**src/rtl/sram_port_arbiter.sv**
```systemverilog
// sram_port_arbiter
//   Shares one single-port data SRAM (active-low CEB/WEB/BWEB, 1-cycle read
//   latency) between two requesters: 0 = CPU-side AXI slave path,
//   1 = second bus master (e.g. DMA). Round-robin between requesters, with a
//   per-burst lock that is capped at MAX_BURST beats.
//
// Ports
//   ACLK, ARESET          clock, synchronous active-high reset
//   req_i/we_i/addr_i/    per-requester beat request (held until gnt_i),
//   wdata_i/wstrb_i/last_i  write flag, byte address, data, strobes, last beat
//   gnt_i                 combinational beat accept
//   rvalid_i/rdata_i      registered read-return strobe, data straight from DO
//   CEB/WEB/BWEB/A/DI/DO  SRAM macro pins
module sram_port_arbiter #(
  parameter int MAX_BURST = 16,
  parameter int AW        = 14
) (
  input  logic          ACLK,
  input  logic          ARESET,
  input  logic          req_0,
  input  logic          we_0,
  input  logic [31:0]   addr_0,
  input  logic [31:0]   wdata_0,
  input  logic [3:0]    wstrb_0,
  input  logic          last_0,
  input  logic          req_1,
  input  logic          we_1,
  input  logic [31:0]   addr_1,
  input  logic [31:0]   wdata_1,
  input  logic [3:0]    wstrb_1,
  input  logic          last_1,
  output logic          gnt_0,
  output logic          gnt_1,
  output logic          rvalid_0,
  output logic          rvalid_1,
  output logic [31:0]   rdata_0,
  output logic [31:0]   rdata_1,
  output logic          CEB,
  output logic          WEB,
  output logic [3:0]    BWEB,
  output logic [AW-1:0] A,
  output logic [31:0]   DI,
  input  logic [31:0]   DO
);

  typedef enum logic [1:0] {IDLE, LOCK0, LOCK1} state_t;

  // Beat index at which the lock is forcibly released.
  localparam logic [7:0] CAP = 8'(MAX_BURST - 1);

  state_t     state;
  logic       rr_ptr;
  logic [7:0] beat_cnt;
  logic [1:0] rd_pend;

  // Grant: lock owner only while locked; otherwise single request wins,
  // ties go to rr_ptr. Reset masks everything so the pins stay idle.
  always_comb begin
    gnt_0 = 1'b0;
    gnt_1 = 1'b0;
    if (!ARESET) begin
      unique case (state)
        IDLE: begin
          if (req_0 && req_1) begin
            gnt_0 = ~rr_ptr;
            gnt_1 = rr_ptr;
          end else begin
            gnt_0 = req_0;
            gnt_1 = req_1;
          end
        end
        LOCK0:   gnt_0 = req_0;
        LOCK1:   gnt_1 = req_1;
        default: ;
      endcase
    end
  end

  // Selected requester's beat (index = gnt_1; only meaningful when granted).
  logic        any_gnt;
  logic        we_s;
  logic        last_s;
  logic [31:0] addr_s;
  logic [31:0] wdata_s;
  logic [3:0]  wstrb_s;

  assign any_gnt = gnt_0 | gnt_1;
  assign we_s    = gnt_1 ? we_1    : we_0;
  assign last_s  = gnt_1 ? last_1  : last_0;
  assign addr_s  = gnt_1 ? addr_1  : addr_0;
  assign wdata_s = gnt_1 ? wdata_1 : wdata_0;
  assign wstrb_s = gnt_1 ? wstrb_1 : wstrb_0;

  // Byte offset and high address bits never reach the word-addressed macro.
  logic unused_addr;
  assign unused_addr = ^{addr_s[31:AW+2], addr_s[1:0]};

  // SRAM pins: parked at inactive values whenever nothing is granted.
  always_comb begin
    CEB  = 1'b1;
    WEB  = 1'b1;
    BWEB = 4'hF;
    A    = '0;
    DI   = '0;
    if (any_gnt) begin
      CEB  = 1'b0;
      WEB  = ~we_s;
      BWEB = we_s ? ~wstrb_s : 4'hF;
      A    = addr_s[AW+1:2];
      DI   = wdata_s;
    end
  end

  always_ff @(posedge ACLK) begin
    if (ARESET) begin
      state    <= IDLE;
      rr_ptr   <= 1'b0;
      beat_cnt <= 8'd0;
      rd_pend  <= 2'b00;
    end else begin
      rd_pend <= {gnt_1 & ~we_1, gnt_0 & ~we_0};
      if (any_gnt) begin
        if (last_s || beat_cnt == CAP) begin
          state    <= IDLE;
          rr_ptr   <= gnt_0;     // hand preference to the other requester
          beat_cnt <= 8'd0;
        end else begin
          state    <= gnt_1 ? LOCK1 : LOCK0;
          beat_cnt <= beat_cnt + 8'd1;
        end
      end
    end
  end

  assign rvalid_0 = rd_pend[0];
  assign rvalid_1 = rd_pend[1];
  assign rdata_0  = DO;
  assign rdata_1  = DO;

endmodule

```
**config.mk**
```make
export PLATFORM = sky130hd
export DESIGN_NAME = sram_port_arbiter
export DESIGN_NICKNAME = d
export VERILOG_FILES = /design/src/rtl/sram_port_arbiter.sv
export SDC_FILE = /design/constraint.sdc
export NUM_CORES = 1
export LEC_CHECK = 0
export CORE_AREA = 4 4 111 113
export DETAILED_ROUTE_END_ITERATION = 8
export DIE_AREA = 0 0 115 117
export MAX_ROUTING_LAYER = met4
export PLACE_DENSITY_LB_ADDON = 0.05
export SYNTH_ARGS = -nofsm -noshare
export SYNTH_HDL_FRONTEND = slang
export SYNTH_SLANG_ARGS = --single-unit
```
**constraint.sdc**
```tcl
create_clock -name ACLK -period 1.5 [get_ports ACLK]
set_input_delay 0.15 -clock ACLK [delete_from_list [all_inputs] [get_ports ACLK]]
set_output_delay 0.15 -clock ACLK [all_outputs]
set_load 0.1 [all_outputs]
```
**Word-level counts from Yosys, hierarchy flattened**

Cells that the tools add are included.

- Word-level logic and storage cells: 40
- Input port bits: 176
- Register bits after elaboration: 13
- Output and inout bits: 120

- Bitwise logic cells: 8
- Reduce and logical (&&, ||, !) cells: 4
- Add/subtract/negate cells: 1
- Equal/unequal tests: 3
- Multiplexer cells: 20

Operator list:

| kind | number |
|---|---|
| $mux 32 | 2 |
| $mux 16 | 1 |
| $mux 14 | 1 |
| $mux 4 | 3 |
| $add 8x1->8 const B | 1 |
| $eq 8x4->1 const B | 1 |
| $mux 1 | 8 |
| $mux 8 | 1 |
| $mux 2 | 2 |
| $not 1->1 | 4 |
| $not 4->4 | 1 |
| $pmux 1 s2 | 2 |
| $and 1x1->1 | 2 |
| $eq 2x1->1 const B | 1 |
| $eq 2x2->1 const B | 1 |
| $logic_not 2->1 | 1 |
| $reduce_and 2->1 | 1 |
| $logic_and 1x1->1 | 1 |
| $logic_or 1x1->1 | 1 |
| $or 1x1->1 | 1 |

**Longest topological paths before layout**

- Word-level depth: 8
- Gate-level depth with buffers: 7
- Depth with buffers taken out: 5

**Worst setup path before layout**

Ideal clock, no wire load.

- Kind: register to output
- From: register state[1]
- To: output port BWEB[0]
- Path slack: -2268 ps
- Path buffers: 0
- Stages on the path, launching flop included: 5
- Required time: 1350 ps
- Data arrival time: 3618 ps
- Cells stage by stage: dfxtp_1 > or3b_2 > nor2_1 > a22oi_2 > a21o_1

- Elaborated cells on any way between the ends: 13
- Classes of those cells: eq/ne: 2; mux: 8; bitwise: 2; reduce/logical: 1

RTL lines:

| element | RTL line | text |
|---|---|---|
| start, declared | 51 | `state_t state;` |
| start signal, assigned | 128 | `state <= gnt_1 ? LOCK1 : LOCK0;` |
| $eq 2x1->1 or $logic_not 2->1 (tied branches) | 62 | `unique case (state)` |
| $pmux 1 s2 * | 62 |  |
| $mux 1 * | 61 | `if (!ARESET) begin` |
| net gnt_0 | 32 | `output logic gnt_0,` |
| $or 1x1->1 * | 87 | `assign any_gnt = gnt_0 \| gnt_1;` |
| $mux 4 * | 105 | `if (any_gnt) begin` |
| end, declared | 40 | `output logic [3:0] BWEB,` |

Mark *: on every way through the listed nets, which the timed path passes. The rest lies on a longest branch.

**Worst setup path in the final report**

- From: register state[0]
- To: output port BWEB[2]

- Cells in the longest elaborated chain, start to end: 7
- Elaborated cells on any way between the ends: 13
- Classes of those cells: eq/ne: 2; mux: 8; bitwise: 2; reduce/logical: 1

Ends and longest elaborated chain:

| element | RTL line | text |
|---|---|---|
| $eq 2x2->1 or $logic_not 2->1 (tied branches) | 62 |  |
| $pmux 1 s2 | 62 |  |
| $mux 1 | 61 |  |
| $mux 4 | 92 | `assign wstrb_s = gnt_1 ? wstrb_1 : wstrb_0;` |
| $not 4->4 | 108 | `BWEB = we_s ? ~wstrb_s : 4'hF;` |
| $mux 4 | 108 |  |
| $mux 4 * | 105 |  |

Every way passes the cells marked *; elsewhere a longest branch is shown, timed or not.

==> run metrics <==
GRT Max-Usage Layer=met2; endpoint type of the worst setup path=output port; synth-to-layout area growth=160%; Post-Route Setup TNS=-32,910 ps; worst slew pin tran=between 200 and 300 ps; # nets final=a little over 600; Tot GR Track Use=0.135; die area=13,500 µm²; met2 Usage GRT=0.241; Final Critical Period=2120 ps; die height=117 µm; CP required=1350 ps; power per cell area=between 600 and 700 nW/µm²; WL final=9.63 mm; failing checks=setup timing; Hold Path Stages=0; CP Max Fanout=16; clk slew on worst S/H paths=50 ps; CTS Sinks=13; total CTS buffers=3; Max Freq=0.472 GHz; critical path startpoint category=flip-flop; hold buffer count at CTS=0; pin count of the biggest net entering global routing=29; row cnt=39; average cell area after synthesis=6.17 µm²; Synth Net Count=496; Worst Hold Class=in2out; antenna violations before repair=0; clk root buf=clkbuf_16; register area share after synthesis=0.132; total power=~3.2 mW; status=complete, but fails checks; Fin. Hold Viols=0; ratio of cells with drive above 1 in the final layout=0.480; Static Leak=roughly 1.9 nW; Area contributors post-synth=buf_4 24%, nand2_1 20%, dfxtp_1 13%, a21oi_1 12%, nand2b_1 3.5%; Max Slew Vio Count=0; DR vias=2,512; worst reg2reg path depth=7; number of max-cap violations=0; count leader, synth=nand2_1; top_reg_cell synth=dfxtp_1; Setup Viol. Count Final=65; IO Port Bufs=163; largest area contributor in the netlist=buf_4; Max IR drop VDD=roughly 0.55 mV; Period Utilization, post-route=1.41; Slew headroom=0.827; antenna-violating nets left=0; routing usage on met1=0.154; Post-synth top cells=106 x nand2_1, 64 x buf_4, 49 x a21oi_1; share of the synthesized area in the top cell type=0.244; asr flop ratio synth=0; area of the core=11,300 µm²; Skew-Pair Late Insertion Delay=about 250 ps; Synth cell types=38; Max Root-Sink Buffers=2; global-route wire length before repair=approximately 14 mm; unrepaired setup endpoints after global routing=yes; met3 Resource Use GR=0.0278; routed vias/inst=approximately 4.3; die width=115 µm; H-tree level count=1; I/O pins=roughly 300; Clock Skew=5.36 ps; Yosys warnings=0; crit path DAT=around 2000 ps; hold_ws=around 300 ps; Initial Util=0.174; GPL Wtd Cong=0.782; Post-synth EDFFs=0; detailed placement HPWL=7.62 mm; DR iter-0 viols=59; vias in the first global route=2,567; register bit total from synthesis=13; Final Util=0.452; CTS tree=yes; Final WS setup=-618 ps; ant diodes=0; mapped cell area=1970 µm²; Routed wire per std cell=around 16 µm; TritonRoute pass-1 iters=4; DRC=0; Setup CP Type=reg2out; gr ovfl total=0; worst slack, placed=-737 ps; Mapped Cells=approximately 320
-- registers in the layout (all words and copies together) (netlist names) --
register and flops:
state 2, beat_cnt 8, rd_pend 2, rr_ptr 1
-- routing by layer --
layer  share of wire  vias up
met5               0        -
met1            0.38     1144
met4           0.020        0
met3           0.072       21
li1                -     1245
met2            0.53      102
-- logic make-up (layout without fill, tap and decap cells) --
| group | Yosys count | count (layout) | synth area share |
|---|---|---|---|
| simple gates | 141 | 141 | 0.314 |
| flops | 13 | 13 | 0.132 |
| buf+inv | 90 | 213 | 0.321 |
| compound gates | 74 | 74 | 0.226 |
| fa+ha+maj | 1 | 1 | 0.00635 |
-- worst max-delay path, stage by stage (launching register included) --
cell      delay [ps]
dfxtp_2          330
or3b_4           390
or2_4            290
clkinv_8         100
buf_12           160
nand2_1           90
a21o_4           210
buf_12           160
-- through the flow --
| stage | std cells | cell area [µm²] |
|---|---|---|
| 2_1_floorplan | 319 | 2670 |
| 3_3_place_gp | 575 | 4750 |
| 3_5_place_dp | 575 | 4750 |
| 4_1_cts | 582 | 4930 |
| 5_1_grt | 585 | 5110 |
| 6_report | 585 | 5110 |
-- cell usage in the layout (no fill, tap or decap), types with 3 or more instances in the layout --
cell type | netlist | routed
a21o_4 | 0 | 4
nand4_1 | 4 | 4
o32ai_1 | 3 | 3
clkdlybuf4s50_1 | 0 | 105
buf_4 | 64 | 25
nand2b_1 | 11 | 11
nand3_1 | 3 | 3
buf_6 | 6 | 7
nand2_2 | 0 | 20
a21oi_4 | 0 | 46
nand2_1 | 106 | 70
nand2_4 | 0 | 16
clkbuf_16 | 0 | 4
a41oi_2 | 0 | 4
inv_1 | 4 | 3
or2_2 | 3 | 3
buf_12 | 0 | 63
dfxtp_1 | 13 | 10
-- repair_timing --
| item | 4_1_cts | 5_1_grt |
|---|---|---|
| cloned | 2 | 1 |
| pin swaps | 11 | 17 |
| gates resized for setup | 17 | 42 |
| endpoints found under the setup margin | 66 | 65 |
| setup buffers | 1 | 3 |
-- area by class of cell --
type | count | area [µm²]
Clock buffer | 4 | 78.8
Fill cell | 1097 | 6210
Inverter | 5 | 36.3
Multi-Input combinational cell | 216 | 1900
Sequential cell | 13 | 267
Tap cell | 143 | 179
Timing Repair Buffer | 204 | 2650
-- where the power goes --
part           switching, mW  total (mW)  internal (mW)
Clock                  0.164       0.524          0.360
Combinational           1.32        2.27          0.954
Sequential            0.0102       0.367          0.357
Total                   1.49        3.16           1.67
-- final timing paths --
check / startpoint / endpoint / slack (ps)
worst min-delay path: DO[11] / rdata_0[11] / 300
worst max-delay path: state[0]$_SDFFE_PP0P_ / BWEB[2] / -620
worst min register to register: state[0]$_SDFFE_PP0P_ / state[0]$_SDFFE_PP0P_ / 490
worst max register to register: state[0]$_SDFFE_PP0P_ / beat_cnt[4]$_SDFFE_PP0P_ / -370
Note: power is estimated with default switching activity, not from simulation.
